===== src/rtl/frame_block_sched.sv =====
`default_nettype none
// ============================================================================
//  Module   : frame_block_sched
//  Purpose  : Frame-buffer block scheduler for the camera->SDRAM->HDMI path.
//             Tracks which block the camera writer fills (W), which block
//             holds the latest completed frame (R), which block the display
//             reader is scanning (D) and which block is locked for a
//             screenshot (S). A block is never handed to the writer while
//             the reader or the screenshot engine holds it.
//  Revision : 1.0  initial release
// ============================================================================
module frame_block_sched #(
    parameter int NUM_BLOCKS = 4,
    parameter int BLK_W      = 2,
    parameter int DROP_W     = 16
) (
    input  logic              clk,
    input  logic              rest,
    input  logic              wr_frame_done,
    input  logic              rd_frame_start,
    input  logic              shot_req,
    input  logic              shot_done,
    output logic [BLK_W-1:0]  occupy_block_num_write,
    output logic [BLK_W-1:0]  disp_block_num,
    output logic [BLK_W-1:0]  rd_block_num,
    output logic [BLK_W-1:0]  occupy_block_num_screenshot,
    output logic              disp_valid,
    output logic              shot_active,
    output logic              shot_ack,
    output logic [DROP_W-1:0] drop_cnt
);

    localparam logic [DROP_W-1:0] c_DROP_MAX = {DROP_W{1'b1}};

    // Block ownership state
    logic [BLK_W-1:0]  r_w;
    logic [BLK_W-1:0]  r_r;
    logic [BLK_W-1:0]  r_d;
    logic [BLK_W-1:0]  r_s;
    logic              r_disp_valid;
    logic              r_rd_valid;
    logic              r_shot_active;
    logic              r_shot_ack;
    logic              r_taken;      // current R already latched by the reader
    logic [DROP_W-1:0] r_drop_cnt;

    // Next-state view of reader / screenshot ownership, used to build the
    // exclusion set for the next write block.
    logic              w_rd_take;
    logic [BLK_W-1:0]  w_d_next;
    logic              w_rd_valid_next;
    logic              w_shot_accept;
    logic              w_shot_release;
    logic [BLK_W-1:0]  w_s_next;
    logic              w_shot_active_next;
    logic              w_drop;
    logic [BLK_W-1:0]  w_free_blk;

    // Reader latches the latest completed frame only when one exists
    assign w_rd_take       = rd_frame_start && r_disp_valid;
    assign w_d_next        = w_rd_take ? r_r : r_d;
    assign w_rd_valid_next = r_rd_valid || w_rd_take;

    // A release in the same cycle as a request wins: the request is dropped
    assign w_shot_accept      = shot_req && r_disp_valid && !r_shot_active && !shot_done;
    assign w_shot_release     = shot_done && r_shot_active;
    assign w_s_next           = w_shot_accept ? r_r : r_s;
    assign w_shot_active_next = w_shot_accept ? 1'b1 :
                                (w_shot_release ? 1'b0 : r_shot_active);

    // A completed frame is dropped if it is replaced before the reader took it;
    // a reader start in the same cycle still counts as having taken it.
    assign w_drop = wr_frame_done && r_disp_valid && !r_taken && !rd_frame_start;

    // Pick the lowest-index block outside {W_old, D_new, S_new}. Scanning from
    // the top down lets the last match (the lowest index) win.
    always_comb begin
        w_free_blk = r_w;
        for (int i = NUM_BLOCKS - 1; i >= 0; i--) begin
            if (!((r_w == BLK_W'(i)) ||
                  (w_rd_valid_next && (w_d_next == BLK_W'(i))) ||
                  (w_shot_active_next && (w_s_next == BLK_W'(i))))) begin
                w_free_blk = BLK_W'(i);
            end
        end
    end

    // Ownership, flag and counter registers
    always_ff @(posedge clk) begin
        if (rest) begin
            r_w           <= '0;
            r_r           <= '0;
            r_d           <= '0;
            r_s           <= '0;
            r_disp_valid  <= 1'b0;
            r_rd_valid    <= 1'b0;
            r_shot_active <= 1'b0;
            r_shot_ack    <= 1'b0;
            r_taken       <= 1'b0;
            r_drop_cnt    <= '0;
        end else begin
            r_d           <= w_d_next;
            r_rd_valid    <= w_rd_valid_next;
            r_s           <= w_s_next;
            r_shot_active <= w_shot_active_next;
            r_shot_ack    <= w_shot_accept;

            if (wr_frame_done) begin
                r_r          <= r_w;
                r_w          <= w_free_blk;
                r_disp_valid <= 1'b1;
                r_taken      <= 1'b0;
            end else if (w_rd_take) begin
                r_taken      <= 1'b1;
            end

            if (w_drop && (r_drop_cnt != c_DROP_MAX)) begin
                r_drop_cnt <= r_drop_cnt + DROP_W'(1);
            end
        end
    end

    // Writer must never share a block with the reader or the screenshot lock
    always_ff @(posedge clk) begin
        if (!rest) begin
            assert (!(r_rd_valid && (r_w == r_d)));
            assert (!(r_shot_active && (r_w == r_s)));
        end
    end

    assign occupy_block_num_write      = r_w;
    assign disp_block_num              = r_r;
    assign rd_block_num                = r_d;
    assign occupy_block_num_screenshot = r_s;
    assign disp_valid                  = r_disp_valid;
    assign shot_active                 = r_shot_active;
    assign shot_ack                    = r_shot_ack;
    assign drop_cnt                    = r_drop_cnt;

endmodule
`default_nettype wire


===== config.mk =====
export PLATFORM = sky130hd
export DESIGN_NAME = frame_block_sched
export DESIGN_NICKNAME = d
export VERILOG_FILES = /design/src/rtl/frame_block_sched.sv
export SDC_FILE = /design/constraint.sdc
export NUM_CORES = 1
export LEC_CHECK = 0
export BUFFER_PORTS_ARGS = -buffer_cell sky130_fd_sc_hd__buf_4
export CAP_MARGIN = 20
export CORE_ASPECT_RATIO = 1.4
export CORE_UTILIZATION = 45
export DETAILED_ROUTE_END_ITERATION = 10
export GPL_ROUTABILITY_DRIVEN = 1
export HOLD_SLACK_MARGIN = 0.12
export PLACE_DENSITY = 0.79
export SLEW_MARGIN = 40
export SYNTH_ARGS = -nofsm -noshare
export SYNTH_HDL_FRONTEND = slang
export SYNTH_SLANG_ARGS = --single-unit

===== constraint.sdc =====
create_clock -name clk -period 3.8 [get_ports clk]
set_clock_uncertainty 0.1 [all_clocks]
set_input_delay 0 -clock clk [delete_from_list [all_inputs] [get_ports clk]]
set_output_delay 0 -clock clk [all_outputs]
set_load 0.02 [all_outputs]

After elaboration in Yosys (flattened, before gate mapping)
Index checks and enable logic that the tools add are counted.

storage, ports and cells
  bits of input ports = 6
  flip-flop bits (word level) = 29
  output and inout port bits = 27
  logic and storage cells = 65

operators by class
  muxes and demuxes = 8
  reductions and logical operators = 35
  equal/unequal tests = 11
  $add $sub $neg = 1

operators with widths
  operator                                             count
  logical AND 1 bit                                    17
  adder 16 x 1 -> 16 bit, second input constant        1
  inequality test 16 bit, second input constant        1
  equality test 2 bit, second input constant           6
  2-to-1 mux 2 bit                                     6
  logical OR 1 bit                                     9
  equality test 2 x 1 -> 1 bit, second input constant  3
  logical NOT 2 bit                                    3
  logical NOT 1 bit                                    4
  inequality test 4 bit, second input constant         1
  2-to-1 mux 1 bit                                     2
  AND reduction 2 bit                                  1
  OR reduction 2 bit                                   1

Depth between registers and ports, before layout
  depth in word-level cells = 11
  gate-level depth with buffers = 6

Worst setup path after synthesis
OpenSTA, ideal clock, no wires.

  path kind = reg-to-reg
  start = register r_disp_valid, in the netlist disp_valid
  end = register r_w[1], in the netlist occupy_block_num_write[1]
  buffers on the path = 1
  required time = 3.621 ns
  arrival time = 1.781 ns
  library setup time = 0.079 ns
  stages on the path, launching flop included = 7
  slack = 1.840 ns
  cells stage by stage = dfxtp_1 buf_6 and4bb_4 mux2_4 a222oi_1 o21ai_1 a211oi_2

between the ends
  cells in the longest elaborated chain, start to end = 10

RTL lines
  item                             line  RTL
  start: declaration               40    logic r_disp_valid;
  start signal: assignment         95    r_disp_valid <= 1'b0;
  start signal: assignment         111   r_disp_valid <= 1'b1;
  logical AND 1 bit (3 in series)  65    assign w_shot_accept = shot_req && r_disp_valid && !r_shot_active && !shot_done;
  2-to-1 mux 2 bit                 67    assign w_s_next = w_shot_accept ? r_r : r_s;
  equality test 2 bit              82    (w_shot_active_next && (w_s_next == BLK_W'(i))))) begin
  logical AND 1 bit                82
  logical OR 1 bit                 81    (w_rd_valid_next && (w_d_next == BLK_W'(i))) ||
  2-to-1 mux 2 bit (3 in series)   80    if (!((r_w == BLK_W'(i)) ||
  end signal: assignment           110   r_w <= w_free_blk;
  end: declaration                 36    logic [BLK_W-1:0] r_w;

Several ways; a longest one is shown, not always the timed one.
A chain may end at the register's enable or synchronous reset.

Final worst setup path
Same ends and word-level chain as after synthesis.

==> results_dict.tcl <==
set metrics [dict create \
    ios 33 \
    place.gp.congestion 0.770 \
    syn_area_per_cell_sq_um 8.69 \
    fp.dieW_um 49.4 \
    synth_most_common_cell "dfxtp_1" \
    required_ns 3.90 \
    clk_latency_ns 0.29 \
    die_h_um 68.4 \
    fmax_mhz 480 \
    end_kind "register" \
    die-area_sq_mm 0.00338 \
    rsz0062_at_grt "no" \
    final_cells 241 \
    drc 0 \
    pwr_density_cell_mw_per_mm2 343 \
    drv_cap 0 \
    area_delta_synth_final_pct 28.2 \
    fillers 281 \
    ys_top_cells_by_count "dfxtp_1, nor2_1, nand2_1, nor3_1, mux2i_1" \
    synth_nets 170 \
    grt_use_total_pct 21.3 \
    worst_slew_pin_slew_ns 0.402 \
    synthFlopType "dfxtp_1" \
    synth-seq-cells 29 \
    grt_pass1_vias 1264 \
    synth_seq_area_share_pct 41.0 \
    drt-total-wl_mm 3.32 \
    holdWs_ns 0.146 \
    min_period_ns 2.08 \
    pre_cts_ws_ns 1.79 \
    hp-class "in -> reg" \
    post_cts_buffers 0 \
    diodes 0 \
    synth.area.top_cells "dfxtp_1, nor2_1, mux2i_1, nor3_1, nand2_1" \
    slew_headroom_pct 73.2 \
    ant_nets 0 \
    routedWlPerCell_um 13.8 \
    rows 23 \
    drive_gt1_share_pct 22.1 \
    syn_inst 163 \
    synth.largest_area_cell "dfxtp_1" \
    multi_input_area_sq_um 783 \
    fin_ws_ns 1.72 \
    numClockSinks 29 \
    cts_buffers 5 \
    netlist_area_sq_mm 0.00142 \
    grt-ovfl-total 0 \
    cp_max_fo 11 \
    initial_core_util_pct 48.3 \
    setup_viol 0 \
    place.detailed.hpwl_mm 2.33 \
    port_buffers 32 \
    ir_worst_vdd_mv 0.250 \
    tritoncts "built" \
    htreeDepth 2 \
    viasPerCell 5.63 \
    start_kind "register" \
    grt_max_degree 33 \
    yosys.area.top_type_share_pct 41.0 \
    fin_crit_sh_pct 54.8 \
    synth_edf_count 0 \
    status "complete, no violations" \
    p_leak_uw 0.000729 \
    clk_path_buf_depth 2 \
    cp_data_arrival_time_ns 2.18 \
    drt_pass1_iterations 4 \
    clk_pin_slew_ns 0.06 \
    tns_ns 0 \
    postCtsHoldBufs 6 \
    ys_warn_count 0 \
    cts_resized 0 \
    synthArstFlopShare_pct 0 \
    maxSlewViolCount 0 \
    clockRootBuffer "clkbuf_8" \
    critPathKind "reg -> reg" \
    grt_pass1_wl_mm 5.36 \
    finalHoldViolations 0 \
    core_area_sq_mm 0.00294 \
    final-seq-area_sq_um 581 \
    dp.cells 227 \
    antenna_found_initial 0 \
    nets 210 \
    synth.distinct_cells 44 \
    vias 1356 \
    first_iter_violations 33 \
]
metal layers:
metal	track usage, %	up-vias	routed length [um]
met3	6.22	5	164
li1	-	665	-
met2	42.1	51	1770
met1	20.4	635	1320
met5	0	-	0
met4	9.29	0	53
power breakdown:
| group | switching, uW | internal [uW] |
|---|---|---|
| sequential | 8.66 | 311 |
| combinational | 32.5 | 28.2 |
| clock | 117 | 126 |
cells by family (layout without fill, tap and decap cells):
kind of cell	count (synthesis)	after routing	share of synthesized area (%)
simple gates	82	82	30.7
flops	29	29	41.0
compound gates	22	22	11.1
mux	11	11	8.30
buf+inv	11	52	3.71
xor+xnor	7	7	4.33
fa+ha+maj	1	1	0.883
registers in the layout (all words and copies together) (netlist names):
register	cells
shot_ack	1
drop_cnt	16
r_taken	1
shot_active	1
r_rd_valid	1
occupy_block_num_write	2
rd_block_num	2
disp_valid	1
occupy_block_num_screenshot	2
disp_block_num	2
cells in the final DEF (no fill, tap or decap), types with 2 or more instances in the layout:
master / count
a21oi_1: 7
a222oi_1: 3
and2_1: 2
and3_1: 2
and4_1: 2
buf_4: 32
clkbuf_8: 5
clkinv_2: 2
dfxtp_1: 29
dlygate4sd3_1: 6
inv_1: 6
mux2_1: 2
mux2i_1: 8
nand2_1: 13
nand2b_1: 2
nand3_1: 7
nand4_1: 2
nand4bb_1: 2
nor2_1: 25
nor2b_1: 3
nor3_1: 10
nor4_1: 3
o21ai_0: 3
or3_1: 2
xnor2_1: 4
xor2_1: 3
worst paths after layout:
kind	from	end	slack (ns)	cells after the start
worst min-delay path	shot_req	shot_ack	0.15	3
worst max-delay path	disp_valid	occupy_block_num_write[1]	1.72	5
worst min register to register	rd_block_num[0]	rd_block_num[0]	0.39	2
worst max register to register	disp_valid	occupy_block_num_write[1]	1.72	5
per-stage QoR:
step                      util (%)  instance area, sq um  power [uW]
after global routing          61.9                  1820         648
after CTS                     61.9                  1820         629
after global placement        57.0                  1670         379
after floorplan                  -                  1420         362
final                         61.9                  1820         623
after detailed placement      57.0                  1670         381
cell type report:
type | instances | share of cell area, %
tap | 37 | 2.55
clock inverter | 2 | 0.551
multi-input combinational | 123 | 43.1
inverter | 6 | 1.24
clock buffer | 6 | 4.00
timing repair buffer | 38 | 16.5
sequential | 29 | 32.0
critical path, stage by stage, from the launching register on:
cell	delay, ns
dfxtp_1	0.52
and4bb_4	0.33
mux2_4	0.32
a222oi_1	0.34
o21ai_1	0.13
a211oi_2	0.26
Power figures use the tool's default switching activity.
